**config.mk**
```make
export PLATFORM = sky130hd
export DESIGN_NAME = resp_router
export DESIGN_NICKNAME = d
export VERILOG_FILES = /design/src/rtl/resp_router_pkg.sv /design/src/rtl/resp_router_fifo.sv /design/src/rtl/resp_router.sv
export SDC_FILE = /design/constraint.sdc
export NUM_CORES = 1
export LEC_CHECK = 0
export CORE_UTILIZATION = 30
export DETAILED_ROUTE_END_ITERATION = 8
export GPL_TIMING_DRIVEN = 1
export HOLD_SLACK_MARGIN = 0.03
export SLEW_MARGIN = 10
export SYNTH_ARGS = -nofsm -noshare
export SYNTH_HDL_FRONTEND = slang
export SYNTH_HIERARCHICAL = 1
export SYNTH_SLANG_ARGS = --single-unit
export TNS_END_PERCENT = 50
```
**constraint.sdc**
```tcl
create_clock -name clk -period 6.65 [get_ports clk]
set_clock_uncertainty 0.15 [all_clocks]
set_input_delay 0.9975 -clock clk [delete_from_list [all_inputs] [get_ports clk]]
set_output_delay 0.9975 -clock clk [all_outputs]
set_load 0.005 [all_outputs]
```
**src/rtl/resp_router_pkg.sv**
```systemverilog
// Shared MemNet response constants: base message width and the helpers that
// locate the opaque field and destination ID at the top of a message.
package MemNetRespPkg;

    localparam int c_resp_base_bits = 39;

    function automatic int id_bits(input int num_dst);
        return (num_dst > 1) ? $clog2(num_dst) : 1;
    endfunction

    function automatic int opaq_lsb(input int msg_bits, input int opaq_bits);
        return msg_bits - opaq_bits;
    endfunction

    // The destination ID is the most significant slice of the opaque field.
    function automatic int id_lsb(input int msg_bits, input int num_dst);
        return msg_bits - id_bits(num_dst);
    endfunction

endpackage

```
**src/rtl/resp_router_fifo.sv**
```systemverilog
// Two-entry circular FIFO owned by one destination port; the head entry drives
// the output directly, and a full FIFO accepts when the head leaves the same cycle.
module RespRouterFifo #(
    parameter int p_msg_bits = 47
) (
    input  logic                  clk,
    input  logic                  rst_n,
    input  logic                  i_enq_val,
    output logic                  o_enq_rdy,
    input  logic [p_msg_bits-1:0] i_enq_msg,
    output logic                  o_deq_val,
    input  logic                  i_deq_rdy,
    output logic [p_msg_bits-1:0] o_deq_msg
);

    logic                  r_rd_ptr;
    logic                  r_wr_ptr;
    logic [1:0]            r_count;
    logic [p_msg_bits-1:0] r_mem [2];

    logic w_enq;
    logic w_deq;

    assign o_deq_val = (r_count != 2'd0);
    assign o_deq_msg = r_mem[r_rd_ptr];
    assign o_enq_rdy = (r_count != 2'd2) | i_deq_rdy;
    assign w_enq     = i_enq_val & o_enq_rdy;
    assign w_deq     = o_deq_val & i_deq_rdy;

    // NOTE: sequential state uses non-blocking assignments so every register
    // samples pre-edge values regardless of statement order.
    always_ff @(posedge clk or negedge rst_n) begin
        if (!rst_n) begin
            r_rd_ptr <= 1'b0;
            r_wr_ptr <= 1'b0;
            r_count  <= 2'd0;
        end else begin
            if (w_enq) r_wr_ptr <= ~r_wr_ptr;
            if (w_deq) r_rd_ptr <= ~r_rd_ptr;
            if (w_enq && !w_deq)      r_count <= r_count + 2'd1;
            else if (w_deq && !w_enq) r_count <= r_count - 2'd1;
        end
    end

    // NOTE: storage has no reset; the count/pointers alone decide validity,
    // so stale data is never visible and the array stays plain RAM.
    always_ff @(posedge clk) begin
        if (w_enq) r_mem[r_wr_ptr] <= i_enq_msg;
    end

endmodule

```
**src/rtl/resp_router.sv**
```systemverilog
// Routes memory responses to per-requester ports by the destination ID held in
// the opaque field; one input register feeds a 2-entry FIFO per destination.
module resp_router
    import MemNetRespPkg::*;
#(
    parameter int p_num_dst   = 3,
    parameter int p_opaq_bits = 8,   // must be >= clog2(p_num_dst)
    parameter int p_msg_bits  = c_resp_base_bits + p_opaq_bits
) (
    input  logic                                 clk,
    input  logic                                 rst_n,
    input  logic                                 resp_val,
    output logic                                 resp_rdy,
    input  logic [p_msg_bits-1:0]                resp_msg,
    output logic [p_num_dst-1:0]                 dst_val,
    input  logic [p_num_dst-1:0]                 dst_rdy,
    output logic [p_num_dst-1:0][p_msg_bits-1:0] dst_msg,
    output logic                                 err_bad_dst
);

    localparam int c_id_bits = id_bits(p_num_dst);
    localparam int c_id_lsb  = id_lsb(p_msg_bits, p_num_dst);

    logic                  r_in_val;
    logic [p_msg_bits-1:0] r_in_msg;
    logic [c_id_bits-1:0]  r_in_id;
    logic                  r_err_bad_dst;

    logic                  w_resp_xfer;
    logic                  w_id_bad;
    logic                  w_tgt_rdy;
    logic                  w_in_drain;
    logic [p_num_dst-1:0]  w_enq_val;
    logic [p_num_dst-1:0]  w_enq_rdy;

    assign w_id_bad    = int'(r_in_id) >= p_num_dst;
    assign w_in_drain  = r_in_val & (w_id_bad | w_tgt_rdy);
    assign resp_rdy    = ~r_in_val | w_in_drain;
    assign w_resp_xfer = resp_val & resp_rdy;
    assign err_bad_dst = r_err_bad_dst;

    // NOTE: give every always_comb output a default first so no path leaves
    // it unassigned, which would otherwise infer a latch.
    always_comb begin
        w_tgt_rdy = 1'b0;
        for (int k = 0; k < p_num_dst; k++) begin
            if (r_in_id == c_id_bits'(k)) w_tgt_rdy = w_enq_rdy[k];
        end
    end

    always_ff @(posedge clk or negedge rst_n) begin
        if (!rst_n) begin
            r_in_val      <= 1'b0;
            r_err_bad_dst <= 1'b0;
        end else begin
            if (w_resp_xfer)     r_in_val <= 1'b1;
            else if (w_in_drain) r_in_val <= 1'b0;
            if (r_in_val && w_id_bad) r_err_bad_dst <= 1'b1;
        end
    end

    always_ff @(posedge clk) begin
        if (w_resp_xfer) begin
            r_in_msg <= resp_msg;
            r_in_id  <= resp_msg[c_id_lsb +: c_id_bits];
        end
    end

    for (genvar k = 0; k < p_num_dst; k++) begin : g_dst
        assign w_enq_val[k] = r_in_val & (r_in_id == c_id_bits'(k));

        RespRouterFifo #(
            .p_msg_bits (p_msg_bits)
        ) u_fifo (
            .clk       (clk),
            .rst_n     (rst_n),
            .i_enq_val (w_enq_val[k]),
            .o_enq_rdy (w_enq_rdy[k]),
            .i_enq_msg (r_in_msg),
            .o_deq_val (dst_val[k]),
            .i_deq_rdy (dst_rdy[k]),
            .o_deq_msg (dst_msg[k])
        );
    end

endmodule
```
=== Yosys cells after proc, flatten, opt, wreduce, memory -nomap -nowiden ===
Memories as Yosys holds them, arrays and structs flattened.
Cells that the tools add are included.

* Register bits after elaboration: 63
* RAM bits: 282
* Input bits: 53
* Output and inout port bits: 146
* Memories kept: 3

{| class="wikitable"
|+ Memories
! memory !! depth !! bits a word !! read ports !! clocked after Yosys merged registers in !! wr ports !! RTL line !! source
|-
| g_dst[0].u_fifo.r_mem || 2 || 47 || 1 || 0 || 1 || resp_router_fifo.sv:19 || <nowiki>logic [p_msg_bits-1:0] r_mem [2];</nowiki>
|-
| g_dst[1].u_fifo.r_mem || 2 || 47 || 1 || 0 || 1 || resp_router_fifo.sv:19 ||
|-
| g_dst[2].u_fifo.r_mem || 2 || 47 || 1 || 0 || 1 || resp_router_fifo.sv:19 ||
|}

* $add $sub $neg: 6
* Order comparisons: 1
* Equality and inequality tests: 5
* Mux-type cells: 17
* Bitwise gates (word level): 23
* Reduce and logical (&&, ||, !) cells: 21

{| class="wikitable"
|+ Operators with widths
! kind !! number
|-
| nonzero test 2 bit || 7
|-
| 2-to-1 mux 2 bit || 6
|-
| bitwise AND 1 bit || 11
|-
| 2-to-1 mux 1 bit || 11
|-
| logical AND 1 bit || 7
|-
| inverter 1 bit || 7
|-
| adder 2 x 1 -> 2 bit, second input constant || 3
|-
| zero test 1 bit || 6
|-
| != test 2 bit, second input constant || 3
|-
| subtractor 2 x 1 -> 2 bit, second input constant || 3
|-
| OR 1 bit || 5
|-
| == test 2 x 1 -> 1 bit, second input constant || 1
|-
| == test 2 bit, second input constant || 1
|-
| greater-or-equal comparator 2 bit, second input constant || 1
|-
| zero test 2 bit || 1
|}

=== Depth between registers and ports, before layout ===
* Depth in word-level cells: 10
* Gate-level depth with buffers: 8

=== Modules after synthesis ===
The synthesis kept the hierarchy.

{| class="wikitable"
|+ Modules (own cells, without submodules)
! module !! times used !! cells each !! area each (um^2) !! seq. area each (um^2)
|-
| RespRouterFifo || 3 || 164 || 3598.5 || 2922.8
|-
| resp_router || 1 || 61 || 1549.0 || 1461.4
|}

=== Worst setup path after synthesis ===
No wires, ideal clock.

* Path kind: input to register
* From: input port dst_rdy[1]
* To: register r_in_msg[0], enable pin
* Setup time: 522 ps
* Data arrival time: 4886 ps
* Path slack: 1091 ps
* Cell stages on the path: 3
* Path through: or3b_4 -> and4bb_1 -> a211oi_1

* Cells in the longest elaborated chain, start to end: 7

{| class="wikitable"
|+ RTL lines
! item !! RTL line !! source
|-
| from (decl) || resp_router.sv:16 || <nowiki>input logic [p_num_dst-1:0] dst_rdy,</nowiki>
|-
| OR 1 bit || resp_router_fifo.sv:26 || <nowiki>assign o_enq_rdy = (r_count != 2'd2) | i_deq_rdy;</nowiki>
|-
| 2-to-1 mux 1 bit (2 in a row) || resp_router.sv:47 || <nowiki>if (r_in_id == c_id_bits'(k)) w_tgt_rdy = w_enq_rdy[k];</nowiki>
|-
| OR 1 bit || resp_router.sv:37 || <nowiki>assign w_in_drain = r_in_val & (w_id_bad | w_tgt_rdy);</nowiki>
|-
| bitwise AND 1 bit || resp_router.sv:37 ||
|-
| OR 1 bit || resp_router.sv:38 || <nowiki>assign resp_rdy = ~r_in_val | w_in_drain;</nowiki>
|-
| bitwise AND 1 bit || resp_router.sv:39 || <nowiki>assign w_resp_xfer = resp_val & resp_rdy;</nowiki>
|-
| net w_resp_xfer || resp_router.sv:29 || <nowiki>logic w_resp_xfer;</nowiki>
|-
| to (signal assigned) || resp_router.sv:64 || <nowiki>r_in_msg <= resp_msg;</nowiki>
|-
| to (decl) || resp_router.sv:25 || <nowiki>logic [p_msg_bits-1:0] r_in_msg;</nowiki>
|}

The timed path passes the listed nets, and every way through them passes these cells.
A chain may end at the register's enable or synchronous reset.

=== Worst setup path after layout ===
* From: input port dst_rdy[2]
* To: output port resp_rdy

* Cells in the longest elaborated chain, start to end: 5

{| class="wikitable"
|+ RTL lines
! item !! RTL line !! source
|-
| OR 1 bit || resp_router_fifo.sv:26 ||
|-
| net w_enq_rdy[2] || resp_router.sv:34 || <nowiki>logic [p_num_dst-1:0] w_enq_rdy;</nowiki>
|-
| 2-to-1 mux 1 bit || resp_router.sv:47 ||
|-
| OR 1 bit || resp_router.sv:37 ||
|-
| bitwise AND 1 bit || resp_router.sv:37 ||
|-
| OR 1 bit || resp_router.sv:38 ||
|-
| to (decl) || resp_router.sv:13 || <nowiki>output logic resp_rdy,</nowiki>
|}

The timed path passes the listed nets, and every way through them passes these cells.

==> summary.md <==
| Metric | Value |
|---|---|
| Status | `completed` |
| Synthesis-to-finish area growth | `31.13%` |
| First-pass detailed-route iteration total | `5` |
| Reg clk slew, reported paths | `approximately 0.060 ns` |
| Max incr delay on CP | `roughly 0.46 ns` |
| Yosys Warn Count | `6` |
| Crit path DAT | `around 2.8 ns` |
| P_leak | `0.005352 uW` |
| Fmax | `approximately 250 MHz` |
| Main synth FF type | `edfxtp_1` |
| Setup violations, final | `0` |
| First-pass GRT wire length | `~39000 um` |
| Detailed-route via count | `approximately 6000` |
| Die area | `41960 sq um` |
| Clock network power share | `0.324` |
| Most frequent cells in the layout | `329 x edfxtp_1, 198 x clkdlybuf4s50_1, 141 x mux2_2` |
| Final Hold Fails | `0` |
| Ys async rst share | `0.04082` |
| Worst setup path class | `in -> out` |
| Vias in the first global route | `6172` |
| Clock Tree Buf Depth | `3` |
| WL final | `26740 um` |
| Fillers | `3613` |
| Core area | `40190 sq um` |
| Seq pwr share | `0.446` |
| Critical-path top delay cell | `clkdlybuf4s50_1` |
| Gate power share | `0.230` |
| Routed Antenna Nets | `0` |
| Min Tclk post-route | `3.934 ns` |
| Starting Density | `0.3072` |
| Max-Cap Viols | `0` |
| GPL Wtd Cong | `0.7047` |
| Via density | `4.421` |
| Top cell type by total area after synthesis | `edfxtp_1` |
| Dpl ws | `2.703 ns` |
| CTS resizes | `0` |
| Die span in y | `204.9 um` |
| Syn_nets | `just over 600` |
| Max-slew headroom | `0.4135` |
| Switching part of the total | `0.2491` |
| Post-route cell area | `between 15000 and 20000 sq um` |
| Clock Latency Late Sink | `0.53 ns` |
| Critical-path maximum fanout | `3` |
| Initial antenna violation count | `0` |
| HP Class | `reg -> reg` |
| Synth cell types | `25` |
| Period utilisation layout | `0.5915` |
| CP Data Required Time | `5.50 ns` |
| Worst Max-Slew Pin Slew | `about 0.88 ns` |
| Tot GR Track Use | `0.1286` |
| Placed wire-length estimate | `approximately 15000 um` |
| RSZ-0062 raised after global routing | `false` |
| Port bufs | `just under 200` |
| CP delay by family, top | `buffers and inverters` |
| CTS root buf | `clkbuf_16` |
| Commonest non-fill, non-tap cell in the layout | `edfxtp_1` |
| Number of I/O pins | `a little under 200` |
| Slew Limit Fails | `0` |
| Startpoint Class | `input pin` |
| Sequential Area | `between 10000 and 15000 sq um` |
| Sequential fraction of the synthesis area | `0.8287` |
| # hold bufs at CTS | `0` |
| Grt ovf | `0` |
| Synth top area cells | `edfxtp_1 80%, mux2_2 13%, dfrtp_1 2.8%` |
| Setup Buffers After CTS | `0` |
| Nets | `839` |
| Crit-path cells | `clkdlybuf4s50_1 > or3b_4 > mux2i_1 > a21oi_1 > clkdlybuf4s50_1` |
| Synthesized cell area | `12340 sq um` |
| Final worst setup slack | `2.716 ns` |
| Initial drt markers | `263` |
| H-Tree Depth | `2` |
| Syn avg cell area | `22.32 sq um` |
| Sw Pwr | `1567 uW` |
| Register bit count reported by yosys | `roughly 340` |
| Die W | `204.9 um` |
| Standard-cell row count | `73` |
| Number of diodes | `0` |
| Int Pwr | `4725 uW` |
| Share of the synthesized area in the top cell type | `0.8003` |
| CTS tree | `built` |
| Clock tree sinks | `343` |
| PwrDens | `388.7 nW/um^2` |
| CP most frequent cell | `clkdlybuf4s50_1` |
| Fraction of layout cells with a size suffix above 1 | `0.2750` |
| Post-route DRC violation count | `0` |
| Placed Area | `14980 sq um` |
| Post-Synthesis Cells | `about 550` |
| Fin Setup TNS | `0 ns` |
| Peak supply drop | `193.6 uV` |
| WL/cell | `20.01 um` |
| Area of the multi-input gates | `between 2000 and 2500 sq um` |
| Largest net degree at the start of global routing | `49` |
| Critical path buffers and inverters | `2` |
| EDFF count, synth | `329` |
| CTS buffer count | `37` |
| Crit end category | `output pin` |
==> cell usage after synthesis, drive strengths merged, types with 3 or more instances <==
master and instances:
or3b 3, xnor2 9, ha 3, or2 3, and3 3, xor2 6, dfrtp 14, inv 4
edfxtp 329, nand2 7, buf 15, nor2 7, mux2 141
==> path summary, 6_finish.rpt <==
| path | cells past startpoint | slack, ns | startpoint | end |
|---|---|---|---|---|
| min | 1 | 0.33 | err_bad_dst | err_bad_dst |
| max reg2reg | 4 | 3.85 | r_in_msg[45] | g_dst[0].u_fifo/r_mem[0][13] |
| max | 5 | 2.72 | dst_rdy[2] | resp_rdy |
| max in group asynchronous | 1 | 5.11 | rst_n | g_dst[1].u_fifo/r_rd_ptr |
| min reg2reg | 1 | 0.33 | err_bad_dst | err_bad_dst |
| min in group asynchronous | 1 | 0.74 | rst_n | g_dst[2].u_fifo/r_wr_ptr |
==> routing by layer <==
layer | share of wire | up-vias | GRT usage
met5 | 0 | - | 0
met4 | 0.023 | 0 | 0.04921
met3 | 0.060 | 40 | 0.03086
met2 | 0.47 | 204 | 0.2062
met1 | 0.45 | 3013 | 0.1681
li1 | - | 2650 | -
==> power by group through the flow <==
stage	registers (uW)	clock network [uW]	logic (uW)
2_1_floorplan	2720	0	777
3_3_place_gp	2860	0	1480
3_5_place_dp	2870	0	1490
4_1_cts	2820	2100	1500
5_1_grt	2840	2180	1560
6_report	2810	2040	1450
==> registers in the layout (all words and copies together) (netlist names) <==
| register | cells |
|---|---|
| r_in_msg | 47 |
| err_bad_dst | 1 |
| g_dst.u_fifo/r_count | 6 |
| g_dst.u_fifo/r_rd_ptr | 3 |
| r_in_val | 1 |
| g_dst.u_fifo/r_mem | 282 |
| g_dst.u_fifo/r_wr_ptr | 3 |
==> through the flow <==
step / instances / utilization / power [uW] / hold WS, ns
floorplan: 553 / - / 3501 / 0.2975
global placement: 1269 / 0.3726 / 4339 / 0.3120
detailed placement: 1269 / 0.3726 / 4353 / 0.3189
CTS: 1336 / 0.4028 / 6424 / 0.3291
global route: 1336 / 0.4028 / 6588 / 0.3359
finish: 1336 / 0.4028 / 6292 / 0.3259
==> final cells by class <==
type                    instances  area share
clock buffers                  44     0.06145
flip-flops and latches        343      0.6324
multi-input cells             191      0.1251
clock inverters                23     0.01337
inverters                       4   0.0009276
well taps                     525     0.04058
repair buffers                206      0.1261
==> kinds of logic after synthesis <==
family / share of synthesized area
XOR/XNOR: 0.01064
adder cells (fa/ha/maj): 0.003041
buffers and inverters: 0.01095
multiplexers: 0.1294
AO/OA/AOI/OAI: 0.002433
flip-flops: 0.8287
AND/OR/NAND/NOR: 0.01480
==> worst reg2reg max path: cells and delay by family (launching register included) <==
| family | cells | cell delay [ns] |
|---|---|---|
| and+or+nand+nor | 3 | 1.12 |
| DFF | 1 | 0.56 |
| buffers and inverters | 1 | 0.59 |
(Power assumes the default switching activity.)
